**config.mk**
```make
export PLATFORM = sky130hd
export DESIGN_NAME = bus_interface_unit
export DESIGN_NICKNAME = d
export VERILOG_FILES = /design/src/rtl/mem_map_pkg.sv /design/src/rtl/bus_addr_decode.sv /design/src/rtl/bus_interface_unit.sv
export SDC_FILE = /design/constraint.sdc
export NUM_CORES = 1
export LEC_CHECK = 0
export BUFFER_PORTS_ARGS = -buffer_cell sky130_fd_sc_hd__buf_4
export CAP_MARGIN = 5
export CORE_ASPECT_RATIO = 2
export CORE_MARGIN = 8
export CORE_UTILIZATION = 42
export DETAILED_ROUTE_END_ITERATION = 7
export PLACE_DENSITY = 0.8
export SYNTH_ARGS = -nofsm -noshare
export SYNTH_HDL_FRONTEND = slang
export SYNTH_HIERARCHICAL = 1
export SYNTH_SLANG_ARGS = --single-unit
export TNS_END_PERCENT = 100
```
**constraint.sdc**
```tcl
create_clock -name CLK -period 1.3 [get_ports CLK]
set_input_delay 0.065 -clock CLK [delete_from_list [all_inputs] [get_ports CLK]]
set_output_delay 0.065 -clock CLK [all_outputs]
set_load 0.01 [all_outputs]
```
**src/rtl/mem_map_pkg.sv**
```systemverilog
// mem_map_pkg: memory map defaults, bus widths and the bus sequencer's FSM
// state encoding. Shared by the bus interface unit and by any other master
// that needs the address decoder.
package mem_map_pkg;

    localparam int DATA_W = 8;
    localparam int ADDR_W = 16;

    // ROM occupies 0..ROM_LAST. RAM occupies RAM_FIRST..RAM_LAST.
    localparam logic [ADDR_W-1:0] ROM_LAST_DEF  = 16'h0014;
    localparam logic [ADDR_W-1:0] RAM_FIRST_DEF = 16'h0015;
    localparam logic [ADDR_W-1:0] RAM_LAST_DEF  = 16'h001D;

    typedef enum logic [1:0] {
        ST_IDLE  = 2'd0,
        ST_ISSUE = 2'd1,
        ST_WAIT  = 2'd2
    } biu_state_t;

endpackage

```
**src/rtl/bus_addr_decode.sv**
```systemverilog
// bus_addr_decode: combinational memory-map legality check.
//   addr  in  request address
//   write in  1 = write, 0 = read
//   legal out access is allowed by the map
// A read is legal anywhere from 0 up to RAM_LAST. A write is legal only
// inside RAM. ROM_LAST is not used by the check itself. Any gap between ROM
// and RAM is readable, which matches the map seen by the core.
module bus_addr_decode
    import mem_map_pkg::*;
#(
    parameter logic [ADDR_W-1:0] RAM_FIRST = RAM_FIRST_DEF,
    parameter logic [ADDR_W-1:0] RAM_LAST  = RAM_LAST_DEF
) (
    input  logic [ADDR_W-1:0] addr,
    input  logic              write,
    output logic              legal
);

    always_comb begin
        if (write) legal = (addr >= RAM_FIRST) && (addr <= RAM_LAST);
        else       legal = (addr <= RAM_LAST);
    end

endmodule

```
**src/rtl/bus_interface_unit.sv**
```systemverilog
// bus_interface_unit: single-outstanding request sequencer between the 6502
// core and the latched ROM/RAM block.
//   CLK, RST           clock; asynchronous active-high reset
//   REQ_*              core request channel (valid/ready)
//   RSP_*              response pulse, read data and map-error flag
//   ERR_COUNT          saturating count of rejected requests
//   ADRESSE_CPU, READ_ENABLE, WRITE_ENABLE, DATA_to_MEMORY_IN
//                      registered memory bus (the memory samples it on CLK rise)
//   DATA_MICRO_OUT     memory read data, valid from the falling edge after sampling
// Every request takes two cycles from accept to response: the ISSUE cycle
// drives the strobes and the WAIT cycle captures the data. A new request can
// be accepted in WAIT, so the unit can take one request every 2 cycles.
module bus_interface_unit
    import mem_map_pkg::*;
#(
    parameter logic [ADDR_W-1:0] ROM_LAST  = ROM_LAST_DEF,
    parameter logic [ADDR_W-1:0] RAM_FIRST = RAM_FIRST_DEF,
    parameter logic [ADDR_W-1:0] RAM_LAST  = RAM_LAST_DEF
) (
    input  logic              CLK,
    input  logic              RST,
    input  logic              REQ_VALID,
    output logic              REQ_READY,
    input  logic [ADDR_W-1:0] REQ_ADDR,
    input  logic              REQ_WRITE,
    input  logic [DATA_W-1:0] REQ_WDATA,
    output logic              RSP_VALID,
    output logic [DATA_W-1:0] RSP_DATA,
    output logic              RSP_ERR,
    output logic [7:0]        ERR_COUNT,
    output logic [ADDR_W-1:0] ADRESSE_CPU,
    output logic              READ_ENABLE,
    output logic              WRITE_ENABLE,
    output logic [DATA_W-1:0] DATA_to_MEMORY_IN,
    input  logic [DATA_W-1:0] DATA_MICRO_OUT
);

    // ROM_LAST documents the map. Only the RAM bounds gate legality, because
    // every read at or below RAM_LAST is accepted.
    localparam logic [ADDR_W-1:0] ROM_TOP = ROM_LAST;

    biu_state_t        state_q, state_d;
    logic              ready_q, ready_d;
    logic [ADDR_W-1:0] addr_q, addr_d;
    logic [DATA_W-1:0] wdata_q, wdata_d;
    logic              re_q, re_d;
    logic              we_q, we_d;
    logic              legal_q, legal_d;   // decode result of the in-flight request
    logic              write_q, write_d;
    logic              rsp_valid_q, rsp_valid_d;
    logic [DATA_W-1:0] rsp_data_q, rsp_data_d;
    logic              rsp_err_q, rsp_err_d;
    logic [7:0]        err_cnt_q, err_cnt_d;

    logic dec_legal;
    logic accept;

    bus_addr_decode #(
        .RAM_FIRST (RAM_FIRST),
        .RAM_LAST  (RAM_LAST)
    ) u_decode (
        .addr  (REQ_ADDR),
        .write (REQ_WRITE),
        .legal (dec_legal)
    );

    // ready_q is low only in ISSUE, so an accept can only happen in IDLE or WAIT.
    assign accept = REQ_VALID && ready_q;

    // State register
    always_ff @(posedge CLK or posedge RST) begin
        if (RST) state_q <= ST_IDLE;
        else     state_q <= state_d;
    end

    // Next state
    always_comb begin
        state_d = state_q;
        case (state_q)
            ST_IDLE:  if (accept) state_d = ST_ISSUE;
            ST_ISSUE: state_d = ST_WAIT;
            ST_WAIT:  state_d = accept ? ST_ISSUE : ST_IDLE;
            default:  state_d = ST_IDLE;
        endcase
    end

    // Output / datapath next values
    always_comb begin
        ready_d     = (state_d != ST_ISSUE);
        addr_d      = addr_q;
        wdata_d     = wdata_q;
        legal_d     = legal_q;
        write_d     = write_q;
        re_d        = 1'b0;   // strobes last exactly the ISSUE cycle
        we_d        = 1'b0;
        rsp_valid_d = 1'b0;
        rsp_data_d  = rsp_data_q;
        rsp_err_d   = rsp_err_q;
        err_cnt_d   = err_cnt_q;

        // The response is built from legal_q/write_q before a back-to-back
        // accept in the same cycle overwrites them.
        if (state_q == ST_WAIT) begin
            rsp_valid_d = 1'b1;
            rsp_data_d  = (legal_q && !write_q) ? DATA_MICRO_OUT : '0;
            rsp_err_d   = !legal_q;
        end

        if (accept) begin
            addr_d  = REQ_ADDR;
            legal_d = dec_legal;
            write_d = REQ_WRITE;
            if (dec_legal) begin
                wdata_d = REQ_WDATA;
                re_d    = !REQ_WRITE;
                we_d    = REQ_WRITE;
            end else if (err_cnt_q != 8'hFF) begin
                err_cnt_d = err_cnt_q + 8'd1;
            end
        end
    end

    always_ff @(posedge CLK or posedge RST) begin
        if (RST) begin
            ready_q     <= 1'b1;
            addr_q      <= '0;
            wdata_q     <= '0;
            re_q        <= 1'b0;
            we_q        <= 1'b0;
            legal_q     <= 1'b0;
            write_q     <= 1'b0;
            rsp_valid_q <= 1'b0;
            rsp_data_q  <= '0;
            rsp_err_q   <= 1'b0;
            err_cnt_q   <= '0;
        end else begin
            ready_q     <= ready_d;
            addr_q      <= addr_d;
            wdata_q     <= wdata_d;
            re_q        <= re_d;
            we_q        <= we_d;
            legal_q     <= legal_d;
            write_q     <= write_d;
            rsp_valid_q <= rsp_valid_d;
            rsp_data_q  <= rsp_data_d;
            rsp_err_q   <= rsp_err_d;
            err_cnt_q   <= err_cnt_d;
        end
    end

    assign REQ_READY         = ready_q;
    assign RSP_VALID         = rsp_valid_q;
    assign RSP_DATA          = rsp_data_q;
    assign RSP_ERR           = rsp_err_q;
    assign ERR_COUNT         = err_cnt_q;
    assign ADRESSE_CPU       = addr_q;
    assign READ_ENABLE       = re_q;
    assign WRITE_ENABLE      = we_q;
    assign DATA_to_MEMORY_IN = wdata_q;

    logic unused_rom_top;
    assign unused_rom_top = ^ROM_TOP;

endmodule
```
== Word-level counts from Yosys, hierarchy flattened ==
Cells that the tools add are included.
W data, S select, Z words.

* Register bits: 49
* Output and inout port bits: 45
* Word-level logic and storage cells: 39
* Input bits: 36

* Equality and inequality tests: 4
* $add $sub $neg: 1
* Order comparisons: 2
* Reduce and logical (&&, ||, !) cells: 9
* Bitwise gates (word level): 1
* Multiplexer cells: 10

{| class="wikitable"
|+ Operators by type and width
! cell !! count
|-
| $ge A16 B5 Y1 const B || 1
|-
| $le A16 B5 Y1 const B || 1
|-
| $add A8 B1 Y8 const B || 1
|-
| $mux W8 || 1
|-
| $ne A8 B8 Y1 const B || 1
|-
| $mux W1 || 7
|-
| $pmux W2 S3 || 1
|-
| $logic_and A1 B1 Y1 || 3
|-
| $logic_not A1 Y1 || 3
|-
| $reduce_and A3 Y1 || 1
|-
| $eq A2 B1 Y1 const B || 1
|-
| $eq A2 B2 Y1 const B || 1
|-
| $logic_not A2 Y1 || 1
|-
| $mux W2 || 1
|-
| $ne A2 B1 Y1 const B || 1
|-
| $reduce_and A2 Y1 || 1
|-
| $not A1 Y1 || 1
|}

== Logic depth before layout (Yosys ltp) ==
Gate-level depths: netlist (run 1).

* Depth in word-level cells: 5
* Mapped depth: 7
* Depth with buffers taken out: 7

== Hierarchy ==
The synthesis (run 1) kept the hierarchy.

{| class="wikitable"
|+ By module, submodules not included
! module !! seq. area each (µm²) !! cells each !! times used !! area an instance (µm²)
|-
| bus_interface_unit || 1227.4 || 133 || 1 || 1883.1
|-
| bus_addr_decode || 0.0 || 9 || 1 || 68.8
|}

== Worst setup path after synthesis (run 1) ==
OpenSTA, ideal clock, no wires.

* Path kind: input to register
* Start: input REQ_ADDR[7]
* End: register err_cnt_q[5] (netlist: ERR_COUNT[5])
* Arrival: 1.318 ns
* Stages on the path: 7
* Slack: -0.145 ns
* Data required time: 1.172 ns
* Setup time: 0.128 ns
* Path buffers: 0
* Cell sequence: nor4_2 > nand2_1 > a211oi_2 > nand4b_1 > nor2_2 > nand3_1 > mux2_1

* Longest elaborated chain between the ends: 5
* Elaborated cells on any way between the ends: 6
* Those cells by class: order compare: 2; mux: 1; bitwise: 1; reduce/logical: 2

{| class="wikitable"
|+ RTL lines
! element !! RTL line !! source
|-
| start: declaration || bus_interface_unit.sv:24 || <nowiki>input logic [ADDR_W-1:0] REQ_ADDR,</nowiki>
|-
| $ge A16 B5 Y1 / $le A16 B5 Y1 (equally long branches) || bus_addr_decode.sv:20, bus_addr_decode.sv:21 ||
|-
| $logic_and A1 B1 Y1 || bus_addr_decode.sv:20 || <nowiki>if (write) legal = (addr >= RAM_FIRST) && (addr <= RAM_LAST);</nowiki>
|-
| $mux W1 * || bus_addr_decode.sv:20 ||
|-
| named net dec_legal || bus_interface_unit.sv:55 || <nowiki>logic dec_legal;</nowiki>
|-
| $not A1 Y1 (no line) * || -- ||
|-
| $reduce_and A3 Y1 (no line) * || -- ||
|-
| end signal: assignment || bus_interface_unit.sv:147 || <nowiki>err_cnt_q <= err_cnt_d;</nowiki>
|-
| end: declaration || bus_interface_unit.sv:53 || <nowiki>logic [7:0] err_cnt_q, err_cnt_d;</nowiki>
|}

The timed path passes the listed nets; every way through them passes the cells marked *.
A chain may end at the register's enable or synchronous reset.

== Worst setup path after layout (run 1) ==
* Start: register ready_q (netlist: REQ_READY)
* End: register err_cnt_q[6] (netlist: ERR_COUNT[6])

* Longest elaborated chain between the ends: 2

{| class="wikitable"
|+ RTL lines
! element !! RTL line !! source
|-
| start: declaration || bus_interface_unit.sv:43 || <nowiki>logic ready_q, ready_d;</nowiki>
|-
| start signal: assignment || bus_interface_unit.sv:137 || <nowiki>ready_q <= ready_d;</nowiki>
|-
| $logic_and A1 B1 Y1 || bus_interface_unit.sv:68 || <nowiki>assign accept = REQ_VALID && ready_q;</nowiki>
|-
| $reduce_and A3 Y1 (no line) || -- ||
|}

No other way between the ends.

==> tab_implementation.tex, run 1 <==
\begin{tabular}{lr}
\hline
Metric & Value \\
\hline
\multicolumn{2}{l}{\textbf{Outcome}} \\
Status & complete, but fails checks \\
Violations in the final reports & negative setup slack \\
\multicolumn{2}{l}{\textbf{Layout}} \\
Most used cells in the layout excluding fill and tap cells & sky130\_fd\_sc\_hd\_\_buf\_4 (104), sky130\_fd\_sc\_hd\_\_dfrtp\_1 (46), sky130\_fd\_sc\_hd\_\_mux2\_2 (24), sky130\_fd\_sc\_hd\_\_dlygate4sd3\_1 (18) \\
Synthesis-to-finish area growth & 68.85\% \\
Fraction of layout cells with a size suffix above 1 & 61.73\% \\
Number of inserted diodes & 0 \\
Util after Layout & $\sim$72\% \\
Most common library cell in the layout ignoring fill and taps & sky130\_fd\_sc\_hd\_\_buf\_4 \\
Number of nets in the final layout & 313 \\
\multicolumn{2}{l}{\textbf{Clock tree}} \\
Number of CTS-inserted buffers & 5 \\
Clock tree from TritonCTS & yes \\
Maximum buffer depth of the clock tree & 2 \\
Buffer type at the clock tree root & sky130\_fd\_sc\_hd\_\_clkbuf\_8 \\
Level count of the clock H-tree & 2 \\
Clk\_lat worst skew & 0.30 ns \\
Clock transition at path regs & $\sim$0.090 ns \\
CTS sink cnt & 49 \\
\multicolumn{2}{l}{\textbf{Floorplanning}} \\
Count of standard-cell rows & 35 \\
Die Width & between 60 and 70 um \\
Die ar. & 7217 sq um \\
Core area & 4554 sq um \\
Top Ports & 81 \\
Effective utilization at floorplan & 42.86\% \\
Chip Height & 112.4 um \\
\multicolumn{2}{l}{\textbf{Synth}} \\
Mapped cell area & 1952 sq um \\
Syn nets & 179 \\
Fraction of the mapped netlist area in compound gates & 8.141\% \\
Post-synthesis share of cell area spent on and, or, nand and nor gates & 10.19\% \\
Adder-Cell Fraction of Synth Area & 0.6410\% \\
Average footprint of a synthesized cell & roughly 14 sq um \\
Dominant combinational cell family by area after synthesis & multiplexers \\
YS warnings & 6 \\
Xor-xnor portion of the synthesized cell area & less than 1\% \\
Count of unique library cells instantiated by Yosys & 33 \\
Register area share after synthesis & 62.88\% \\
Synthesized flop and latch total & 49 \\
Multiplexer fraction of the synthesized cell area & 15.77\% \\
Instance count of the mapped netlist & 142 \\
\multicolumn{2}{l}{\textbf{STA}} \\
Min setup slack post-route & -0.07913 ns \\
Tcrit/Tclk final & 106.1\% \\
Final setup violation count & 3 \\
Number of pins exceeding their max-slew limit in the final report & 0 \\
Setup repair after global routing missed its margin & yes \\
Final Critical Period & 1.379 ns \\
Worst Clk Skew & roughly 0.0033 ns \\
Endpoints failing hold & 0 \\
Slew at the pin closest to its max-slew limit & 0.2988 ns \\
Max-slew headroom & between 80\% and 90\% \\
Max Fclk & a little over 0.7 GHz \\
\multicolumn{2}{l}{\textbf{Setup path}} \\
Worst EP required & 1.49 ns \\
Start-to-end type of the worst setup path & reg -> reg \\
Category of the worst setup path launch point & flip-flop \\
Worst Path Max Fanout & 5 \\
CP max stage cell & sky130\_fd\_sc\_hd\_\_dfstp\_2 \\
CP Capture Type & flip-flop \\
CP arrival & 1.57 ns \\
CP peak stage delay & 0.57 ns \\
Worst-path cell chain & nand2\_4 > nor3\_4 > nand4\_1 > mux2\_4 \\
\multicolumn{2}{l}{\textbf{Route}} \\
Number of nets still failing antenna checks after routing & 0 \\
Pre-Repair DR Iteration Count & 4 \\
Starting DRT DRC Count & 40 \\
Via count & 1664 \\
Residual DRC count & 0 \\
Vias per cell & roughly 5 \\
Wire length after detailed routing & 5692 um \\
Drt wl/cell & roughly 17 um \\
\multicolumn{2}{l}{\textbf{Global route}} \\
All-Layer GR Usage & 15.90\% \\
Initial antenna violation count & 0 \\
Via count of the first global-routing pass & 1896 \\
First-pass GRT wire length & 9135 um \\
Maximum number of pins on one net before global-route repair & 25 \\
GRT overflow & 0 \\
\multicolumn{2}{l}{\textbf{Power and ir drop}} \\
Leakage & between 1.5 and 2 nW \\
Sequential cell fraction of total power & 42.2\% \\
Combinational fraction of design power & 33.1\% \\
Power after layout & approximately 4.5 mW \\
Total internal power & 3.230 mW \\
Part of the power in the clock network & around 25\% \\
Power spent charging and discharging nets & 1.275 mW \\
Net Sw Frac & 28.29\% \\
Power density normalized to cell area & $\sim$1400 nW/um\^{}2 \\
VDD IR max & 1033 uV \\
\multicolumn{2}{l}{\textbf{Job}} \\
Maximum capacitance violations & 0 \\
\multicolumn{2}{l}{\textbf{Placement}} \\
RePlAce Congestion & 0.8413 \\
Number of input and output port buffers inserted & 80 \\
HPWL reported at the end of detailed placement & 4173 um \\
\multicolumn{2}{l}{\textbf{Min path}} \\
Worst hold path type & in -> reg \\
\hline
\end{tabular}
## what timing repair did
| item | in CTS | in global routing |
|---|---|---|
| hold buffers | 16 | 2 |
| setup endpoints to repair | 11 | 19 |
| buffers inserted | 2 | 7 |
| pin swaps | 5 | 9 |
| gates resized for setup | 9 | 16 |
| endpoints found under the hold margin | 44 | 2 |
## area by class of cell
class / instances / area [sq um]
Tap cell: 55 / 68.82
Inverter: 5 / 18.77
Clock inverter: 2 / 37.54
Clock buffer: 6 / 82.58
Fill cell: 312 / 1259
Timing Repair Buffer: 131 / 1071
Multi-Input combinational cell: 84 / 787.0
Sequential cell: 49 / 1230
## cells in the mapped netlist
cell | number | area (sq um)
sky130_fd_sc_hd__a211oi_2 | 1 | 12.51
sky130_fd_sc_hd__a21oi_1 | 4 | 20.02
sky130_fd_sc_hd__a22o_1 | 8 | 70.07
sky130_fd_sc_hd__a31oi_1 | 3 | 18.77
sky130_fd_sc_hd__and3_1 | 1 | 6.260
sky130_fd_sc_hd__and4_4 | 1 | 11.26
sky130_fd_sc_hd__buf_2 | 3 | 15.01
sky130_fd_sc_hd__clkbuf_1 | 1 | 3.750
sky130_fd_sc_hd__dfrtp_1 | 48 | 1201
sky130_fd_sc_hd__dfstp_2 | 1 | 26.28
sky130_fd_sc_hd__ha_1 | 1 | 12.51
sky130_fd_sc_hd__inv_1 | 5 | 18.77
sky130_fd_sc_hd__mux2_1 | 2 | 22.52
sky130_fd_sc_hd__mux2_2 | 24 | 270.3
sky130_fd_sc_hd__mux2_4 | 1 | 15.01
sky130_fd_sc_hd__nand2_1 | 10 | 37.54
sky130_fd_sc_hd__nand2_2 | 1 | 6.260
sky130_fd_sc_hd__nand2b_1 | 2 | 12.51
sky130_fd_sc_hd__nand3_1 | 3 | 15.01
sky130_fd_sc_hd__nand4_1 | 3 | 18.77
sky130_fd_sc_hd__nand4b_1 | 1 | 8.760
sky130_fd_sc_hd__nor2_1 | 3 | 11.26
sky130_fd_sc_hd__nor2_2 | 1 | 6.260
sky130_fd_sc_hd__nor2b_1 | 1 | 6.260
sky130_fd_sc_hd__nor3_1 | 1 | 5.000
sky130_fd_sc_hd__nor3_2 | 1 | 10.01
sky130_fd_sc_hd__nor3b_2 | 1 | 12.51
sky130_fd_sc_hd__nor4_2 | 2 | 25.02
sky130_fd_sc_hd__o21a_1 | 3 | 22.52
sky130_fd_sc_hd__o21ai_0 | 2 | 10.01
sky130_fd_sc_hd__o21ai_1 | 1 | 5.000
sky130_fd_sc_hd__or2_2 | 1 | 6.260
sky130_fd_sc_hd__xnor2_1 | 1 | 8.760
## sequential cells by signal, summed over array words and instances, names as in the netlist, 2 cells and up
register and cells:
state_q 2, RSP_DATA 8, ADRESSE_CPU 16, DATA_to_MEMORY_IN 8, ERR_COUNT 8
## power groups by stage
| stage | Combinational (mW) | Clock [mW] | Sequential (mW) |
|---|---|---|---|
| finish | 1.49 | 1.12 | 1.90 |
| floorplan | 0.387 | 0 | 2.05 |
| detailed placement | 1.29 | 0 | 1.91 |
| global route | 1.63 | 1.20 | 1.93 |
| CTS | 1.40 | 1.14 | 1.89 |
| global placement | 1.26 | 0 | 1.90 |
## worst max-delay path, delay by kind of cell, from the launching register on
family | cells | cell delay, ns
muxes | 1 | 0.31
and+or+nand+nor | 3 | 0.39
DFF | 1 | 0.57
## metrics by stage
stage / cells / setup TNS, ns / hold slack (ns) / cell area (sq um) / setup WS, ns
floorplan: 142 / -0.7308 / 0.1314 / 1977 / -0.1143
global placement: 299 / -4.275 / 0.03193 / 2829 / -0.2948
detailed placement: 299 / -4.821 / 0.03929 / 2829 / -0.3373
CTS: 325 / -0.1049 / 0.0006059 / 3173 / -0.08482
global route: 332 / -0.5036 / 0.003393 / 3296 / -0.1187
finish: 332 / -0.1546 / 0.009574 / 3296 / -0.07913
## layer usage
layer / wire length [um] / vias up / part of all wire [%] / global-route usage [%]
li1: - / 775 / - / -
met1: 1825 / 820 / 32 / 14.69
met2: 3311 / 53 / 58 / 29.80
met3: 396 / 16 / 7.0 / 5.982
met4: 159 / 0 / 2.8 / 6.158
met5: 0 / - / 0 / 0
## logic make-up (layout without fill, tap and decap cells)
| logic type | Yosys count | after routing |
|---|---|---|
| compound gates | 22 | 22 |
| xor+xnor | 1 | 1 |
| fa+ha+maj | 1 | 1 |
| buf+inv | 9 | 144 |
| flops | 49 | 49 |
| mux | 27 | 27 |
| simple gates | 33 | 33 |
## final timing paths
path                              start                   end  slack [ns]  cells after the start
max                           REQ_READY          ERR_COUNT[6]       -0.08                      4
min                        REQ_ADDR[14]       ADRESSE_CPU[14]        0.01                      2
max reg2reg                   REQ_READY          ERR_COUNT[6]       -0.08                      4
min reg2reg                  state_q[1]            state_q[1]        0.47                      1
max in group asynchronous           RST        ADRESSE_CPU[5]        0.53                      4
min in group asynchronous           RST  DATA_to_MEMORY_IN[4]        0.28                      3
Power figures use the tool's default switching activity.
==> run 2: changes to the inputs <==
--- a/config.mk
+++ b/config.mk
@@ -5,13 +5,13 @@
 export SDC_FILE = /design/constraint.sdc
 export NUM_CORES = 1
 export LEC_CHECK = 0
-export BUFFER_PORTS_ARGS = -buffer_cell sky130_fd_sc_hd__buf_4
 export CAP_MARGIN = 5
 export CORE_ASPECT_RATIO = 2
 export CORE_MARGIN = 8
-export CORE_UTILIZATION = 42
+export CORE_UTILIZATION = 55
 export DETAILED_ROUTE_END_ITERATION = 7
-export PLACE_DENSITY = 0.8
+export DONT_BUFFER_PORTS = 1
+export PLACE_DENSITY = 0.79
 export SYNTH_ARGS = -nofsm -noshare
 export SYNTH_HDL_FRONTEND = slang
 export SYNTH_HIERARCHICAL = 1
==> tab_implementation.tex, run 2 (synthesized netlist as in run 1, its figures left out) <==
\begin{tabular}{lr}
\hline
Metric & Value \\
\hline
\multicolumn{2}{l}{\textbf{Outcome}} \\
Status & complete, but fails checks \\
Violations in the final reports & negative setup slack \\
\multicolumn{2}{l}{\textbf{Power and ir drop}} \\
Power after layout & 4.117 mW \\
Power density normalized to cell area & 1509 nW/um\^{}2 \\
VDD IR max & 1261 uV \\
Leakage & 1.260 nW \\
\multicolumn{2}{l}{\textbf{Setup path}} \\
Worst Path Max Fanout & 5 \\
CP peak stage delay & about 0.56 ns \\
Worst EP required & 1.49 ns \\
CP max stage cell & sky130\_fd\_sc\_hd\_\_dfstp\_2 \\
Largest delay share family, worst path & flip-flops \\
Start-to-end type of the worst setup path & reg -> reg \\
CP Capture Type & flip-flop \\
Number of buffer and inverter instances along the worst setup path & 0 \\
Category of the worst setup path launch point & flip-flop \\
Worst-path cell chain & nand2\_4 > nor3\_4 > nand4\_1 > mux2\_4 \\
CP arrival & 1.61 ns \\
\multicolumn{2}{l}{\textbf{Floorplanning}} \\
Die ar. & slightly below 6000 sq um \\
Effective utilization at floorplan & between 50 and 60\% \\
Chip Height & 100.2 um \\
Top Ports & $\sim$80 \\
Die Width & $\sim$58 um \\
Core area & 3378 sq um \\
Count of standard-cell rows & 30 \\
\multicolumn{2}{l}{\textbf{Global route}} \\
GRT overflow & 0 \\
Maximum number of pins on one net before global-route repair & 33 \\
Via count of the first global-routing pass & approximately 1.6k \\
First-pass GRT wire length & 7921 um \\
All-Layer GR Usage & 17.82\% \\
Initial antenna violation count & 0 \\
\multicolumn{2}{l}{\textbf{Clock tree}} \\
Maximum buffer depth of the clock tree & 2 \\
Clock tree from TritonCTS & yes \\
Clock transition at path regs & $\sim$0.09 ns \\
Buffer type at the clock tree root & sky130\_fd\_sc\_hd\_\_clkbuf\_8 \\
Level count of the clock H-tree & 2 \\
CTS sink cnt & 49 \\
Clk\_lat worst skew & approximately 0.30 ns \\
Number of CTS-inserted buffers & 5 \\
\multicolumn{2}{l}{\textbf{STA}} \\
Max Fclk & slightly above 0.7 GHz \\
Setup repair after global routing missed its margin & yes \\
Final setup violation count & 20 \\
Number of pins exceeding their max-slew limit in the final report & 0 \\
Slew at the pin closest to its max-slew limit & 0.4015 ns \\
Max-slew headroom & 73.19\% \\
Min setup slack post-route & -0.1184 ns \\
Tcrit/Tclk final & 109.1\% \\
Final Critical Period & 1.418 ns \\
Final sum of negative setup slack & -0.3973 ns \\
Endpoints failing hold & 0 \\
Worst Clk Skew & 0.007531 ns \\
\multicolumn{2}{l}{\textbf{Placement}} \\
HPWL reported at the end of detailed placement & 3492 um \\
Placed cells & 192 \\
Total placed instance area & $\sim$2200 sq um \\
Number of input and output port buffers inserted & 0 \\
RePlAce Congestion & 0.8722 \\
\multicolumn{2}{l}{\textbf{Layout}} \\
Final std cell area, no fill & 2728 sq um \\
Number of non-filler instances in the completed layout & 238 \\
Most common library cell in the layout ignoring fill and taps & sky130\_fd\_sc\_hd\_\_dfrtp\_1 \\
Flip-flop count of the largest register, all copies and words added & 16 \\
Most used cells in the layout excluding fill and tap cells & sky130\_fd\_sc\_hd\_\_dfrtp\_1 (46), sky130\_fd\_sc\_hd\_\_dlygate4sd3\_1 (34), sky130\_fd\_sc\_hd\_\_mux2\_2 (24), sky130\_fd\_sc\_hd\_\_buf\_4 (18) \\
Number of inserted diodes & 0 \\
Synthesis-to-finish area growth & 39.74\% \\
Number of nets in the final layout & 242 \\
Fraction of layout cells with a size suffix above 1 & a little under two fifths \\
\multicolumn{2}{l}{\textbf{Route}} \\
Drt wl/cell & approximately 22 um \\
Wire length after detailed routing & 5354 um \\
Pre-Repair DR Iteration Count & 4 \\
Via count & approximately 1.4k \\
Residual DRC count & 0 \\
Number of nets still failing antenna checks after routing & 0 \\
Starting DRT DRC Count & 75 \\
Vias per cell & 6.046 \\
\multicolumn{2}{l}{\textbf{Job}} \\
Maximum capacitance violations & 0 \\
\multicolumn{2}{l}{\textbf{Min path}} \\
Worst hold path type & in -> reg \\
\hline
\end{tabular}
[run 2: cell types whose count changed in the layout (fill, tap and decap cells not counted), sizes merged]
cell	change
buf	-87
clkinvlp	-1
clkbuf	+1
dlygate4sd3	+16
[run 2: layout make-up]
class,instances,area [sq um]
sequential,49,1230
multi-input combinational,84,748.2
fill,174,650.6
timing repair buffer,60,574.3
clock buffer,7,86.33
tap,32,40.04
clock inverter,1,30.03
inverter,5,18.77
[run 2: worst register-to-register path: cells and delay by family, from the launching register on]
kind	cells	cell delay (ns)
DFF	1	0.56
and+or+nand+nor	3	0.42
muxes	1	0.32
[run 2: through the flow]
stage	hold slack, ns	utilization (%)	setup slack, ns
after global routing	0.1356	80.74	-0.1801
after floorplan	0.1314	-	-0.1143
after CTS	0.1401	78.30	-0.08743
after global placement	-0.06073	64.22	-0.1270
final	0.1396	80.74	-0.1184
after detailed placement	-0.04417	64.22	-0.1871
[run 2: power by group]
group	internal (mW)	switching, mW	total [mW]	leakage, nW
Combinational	0.557	0.471	1.03	0.579
Clock	0.627	0.478	1.10	0.0585
Sequential	1.75	0.239	1.98	0.622
Total	2.93	1.19	4.12	1.26
[run 2: layer usage]
| metal | share of wire (%) | up-vias | GRT usage (%) |
|---|---|---|---|
| met5 | 0 | - | 0 |
| met4 | 2.9 | 0 | 8.365 |
| met3 | 9.2 | 13 | 7.436 |
| met2 | 58 | 77 | 34.60 |
| met1 | 30 | 716 | 14.21 |
| li1 | - | 633 | - |
[run 2: worst paths after layout]
path | end | slack, ns | cells past startpoint | from
min in group asynchronous | RSP_DATA[7] | 0.24 | 2 | RST
worst max register to register | ERR_COUNT[6] | -0.12 | 4 | REQ_READY
worst min register to register | state_q[1] | 0.43 | 1 | state_q[1]
worst min-delay path | READ_ENABLE | 0.14 | 4 | REQ_VALID
max in group asynchronous | REQ_READY | 0.50 | 3 | RST
worst max-delay path | ERR_COUNT[6] | -0.12 | 4 | REQ_READY
[run 2: what timing repair did]
item,4_1_cts,5_1_grt
setup endpoints to repair,3,14
gates cloned,0,1
gates resized for setup,4,13
buffers inserted,0,3
hold endpoints to repair,83,0
hold buffers,34,0
pin swaps,2,3
==> run 3: changes to the inputs <==
==> constraint.sdc (replaced) <==
create_clock -name CLK -period 1.3 [get_ports CLK]
set_input_delay 0.065 -clock CLK [delete_from_list [all_inputs] [get_ports CLK]]
set_output_delay 0.065 -clock CLK [all_outputs]
set_load 0.005 [all_outputs]
==> tab_implementation.tex, run 3 (synthesized netlist as in run 1, its figures left out) <==
\begin{tabular}{lr}
\hline
Metric & Value \\
\hline
\multicolumn{2}{l}{\textbf{STA}} \\
Endpoints failing hold & 0 \\
Slew at the pin closest to its max-slew limit & 0.4384 ns \\
Max-slew headroom & 70.68\% \\
Min setup slack post-route & -0.1950 ns \\
Setup repair after global routing missed its margin & yes \\
Tcrit/Tclk final & 115.0\% \\
Final sum of negative setup slack & -1.200 ns \\
Worst Clk Skew & 0.006789 ns \\
Max Fclk & 0.6689 GHz \\
Final setup violation count & 17 \\
Number of pins exceeding their max-slew limit in the final report & 0 \\
Final Critical Period & 1.495 ns \\
\multicolumn{2}{l}{\textbf{Power and ir drop}} \\
Power after layout & 3.994 mW \\
Power density normalized to cell area & 1428 nW/um\^{}2 \\
VDD IR max & 991.5 uV \\
Leakage & 1.289 nW \\
\multicolumn{2}{l}{\textbf{Global route}} \\
First-pass GRT wire length & 8010 um \\
GRT overflow & 0 \\
Via count of the first global-routing pass & 1614 \\
All-Layer GR Usage & around 18\% \\
Initial antenna violation count & 0 \\
Maximum number of pins on one net before global-route repair & 19 \\
\multicolumn{2}{l}{\textbf{Layout}} \\
Number of inserted diodes & 0 \\
Most common library cell in the layout ignoring fill and taps & sky130\_fd\_sc\_hd\_\_dfrtp\_1 \\
Most used cells in the layout excluding fill and tap cells & sky130\_fd\_sc\_hd\_\_dfrtp\_1 (48), sky130\_fd\_sc\_hd\_\_dlygate4sd3\_1 (34), sky130\_fd\_sc\_hd\_\_mux2\_2 (24), sky130\_fd\_sc\_hd\_\_buf\_4 (21), sky130\_fd\_sc\_hd\_\_buf\_6 (11) \\
Flip-flop count of the largest register, all copies and words added & 16 \\
Synthesis-to-finish area growth & 43.27\% \\
Final std cell area, no fill & approximately 2800 sq um \\
Util after Layout & 82.78\% \\
Number of nets in the final layout & 249 \\
Fraction of layout cells with a size suffix above 1 & 41.78\% \\
\multicolumn{2}{l}{\textbf{Clock tree}} \\
Buffer type at the clock tree root & sky130\_fd\_sc\_hd\_\_clkbuf\_8 \\
Level count of the clock H-tree & 2 \\
CTS sink cnt & just under 50 \\
Clk\_lat worst skew & 0.29 ns \\
Maximum buffer depth of the clock tree & 2 \\
Clock transition at path regs & about 0.080 ns \\
Clock tree from TritonCTS & yes \\
Number of CTS-inserted buffers & 5 \\
\multicolumn{2}{l}{\textbf{Min path}} \\
Start point of the worst min-delay path & REQ\_VALID \\
End point of the most critical hold path & DATA\_to\_MEMORY\_IN[6] \\
Worst Hold Depth & 3 \\
Worst hold path type & in -> reg \\
\multicolumn{2}{l}{\textbf{Setup path}} \\
Worst Path Max Fanout & 3 \\
Worst r2r dst & ERR\_COUNT[1] \\
CP Capture Type & flip-flop \\
Worst-path cell chain & ha\_4 > buf\_6 > nand4\_1 > nand2\_2 > mux2\_4 \\
CP peak stage delay & $\sim$0.44 ns \\
Number of cells on the worst reg-to-reg path & 5 \\
Category of the worst setup path launch point & flip-flop \\
Launching point of the worst reg2reg path & ERR\_COUNT[1] \\
Flop2flop setup slack & -0.19 ns \\
CP max stage cell & sky130\_fd\_sc\_hd\_\_dfrtp\_1 \\
Start-to-end type of the worst setup path & reg -> reg \\
CP arrival & 1.67 ns \\
Worst EP required & 1.47 ns \\
\multicolumn{2}{l}{\textbf{Floorplanning}} \\
Count of standard-cell rows & 30 \\
Core area & 3378 sq um \\
Chip Height & 100.2 um \\
Die ar. & slightly below 6000 sq um \\
Die Width & 58.13 um \\
Effective utilization at floorplan & 57.78\% \\
Top Ports & 81 \\
\multicolumn{2}{l}{\textbf{Route}} \\
Starting DRT DRC Count & 43 \\
Vias per cell & 6.204 \\
Via count & 1520 \\
Residual DRC count & 0 \\
Pre-Repair DR Iteration Count & 5 \\
Number of nets still failing antenna checks after routing & 0 \\
Wire length after detailed routing & 5836 um \\
Drt wl/cell & 23.82 um \\
\multicolumn{2}{l}{\textbf{Outcome}} \\
Violations in the final reports & negative setup slack \\
Status & complete, but fails checks \\
\multicolumn{2}{l}{\textbf{Job}} \\
Maximum capacitance violations & 0 \\
\multicolumn{2}{l}{\textbf{Placement}} \\
Total placed instance area & 2165 sq um \\
Number of input and output port buffers inserted & 0 \\
RePlAce Congestion & $\sim$0.9 \\
HPWL reported at the end of detailed placement & 3489 um \\
\hline
\end{tabular}
==> run 3: worst max path at each step <==
stage | startpoint | endpoint
2_1_floorplan | REQ_ADDR[15] | ERR_COUNT[5]
3_3_place_gp | REQ_ADDR[7] | ERR_COUNT[5]
3_5_place_dp | REQ_ADDR[15] | ERR_COUNT[5]
4_1_cts | ERR_COUNT[0] | ERR_COUNT[6]
5_1_grt | ERR_COUNT[1] | ERR_COUNT[5]
6_report | ERR_COUNT[1] | ERR_COUNT[1]
==> run 3: power by group <==
group | leakage, nW | switching [mW] | internal, mW | total (mW)
logic | 0.623 | 0.536 | 0.682 | 1.22
clock network | 0.0422 | 0.449 | 0.378 | 0.827
registers | 0.624 | 0.208 | 1.74 | 1.95
==> run 3: timing repair <==
action | in CTS | in global routing
pin swaps | 7 | 7
endpoints found under the hold margin | 84 | 0
resized for setup | 11 | 24
setup buffers | 5 | 5
setup endpoints to repair | 4 | 15
cloned | 0 | 1
hold buffers | 34 | 0
==> run 3: area by class of cell <==
class	count	area (sq um)
clock buffers	7	76.32
clock inverters	1	5.005
fillers	165	581.8
inverters	5	18.77
multi-input cells	84	792.0
flip-flops and latches	49	1227
well taps	32	40.04
repair buffers	67	636.9
==> run 3: through the flow <==
step           setup WS, ns  hold WS, ns  std cells
2_1_floorplan      -0.08885       0.1314        142
5_1_grt             -0.2130       0.1267        245
3_5_place_dp        -0.2143     -0.07858        194
6_report            -0.1950       0.1274        245
4_1_cts            -0.09326       0.1655        241
3_3_place_gp        -0.1773     -0.08799        194
==> run 3: per-layer routing <==
metal	track usage, %	share of wire [%]	vias up
met1	16.21	31	764
li1	-	-	643
met4	7.985	4.8	0
met3	5.513	8.3	27
met5	0	0	-
met2	34.26	56	86
==> run 3: critical path: cells and delay by family (launching register included) <==
family / cells / cell delay [ns]
buffers and inverters: 1 / 0.10
adders and majority gates: 1 / 0.18
DFF: 1 / 0.44
muxes: 1 / 0.31
and+or+nand+nor: 2 / 0.35
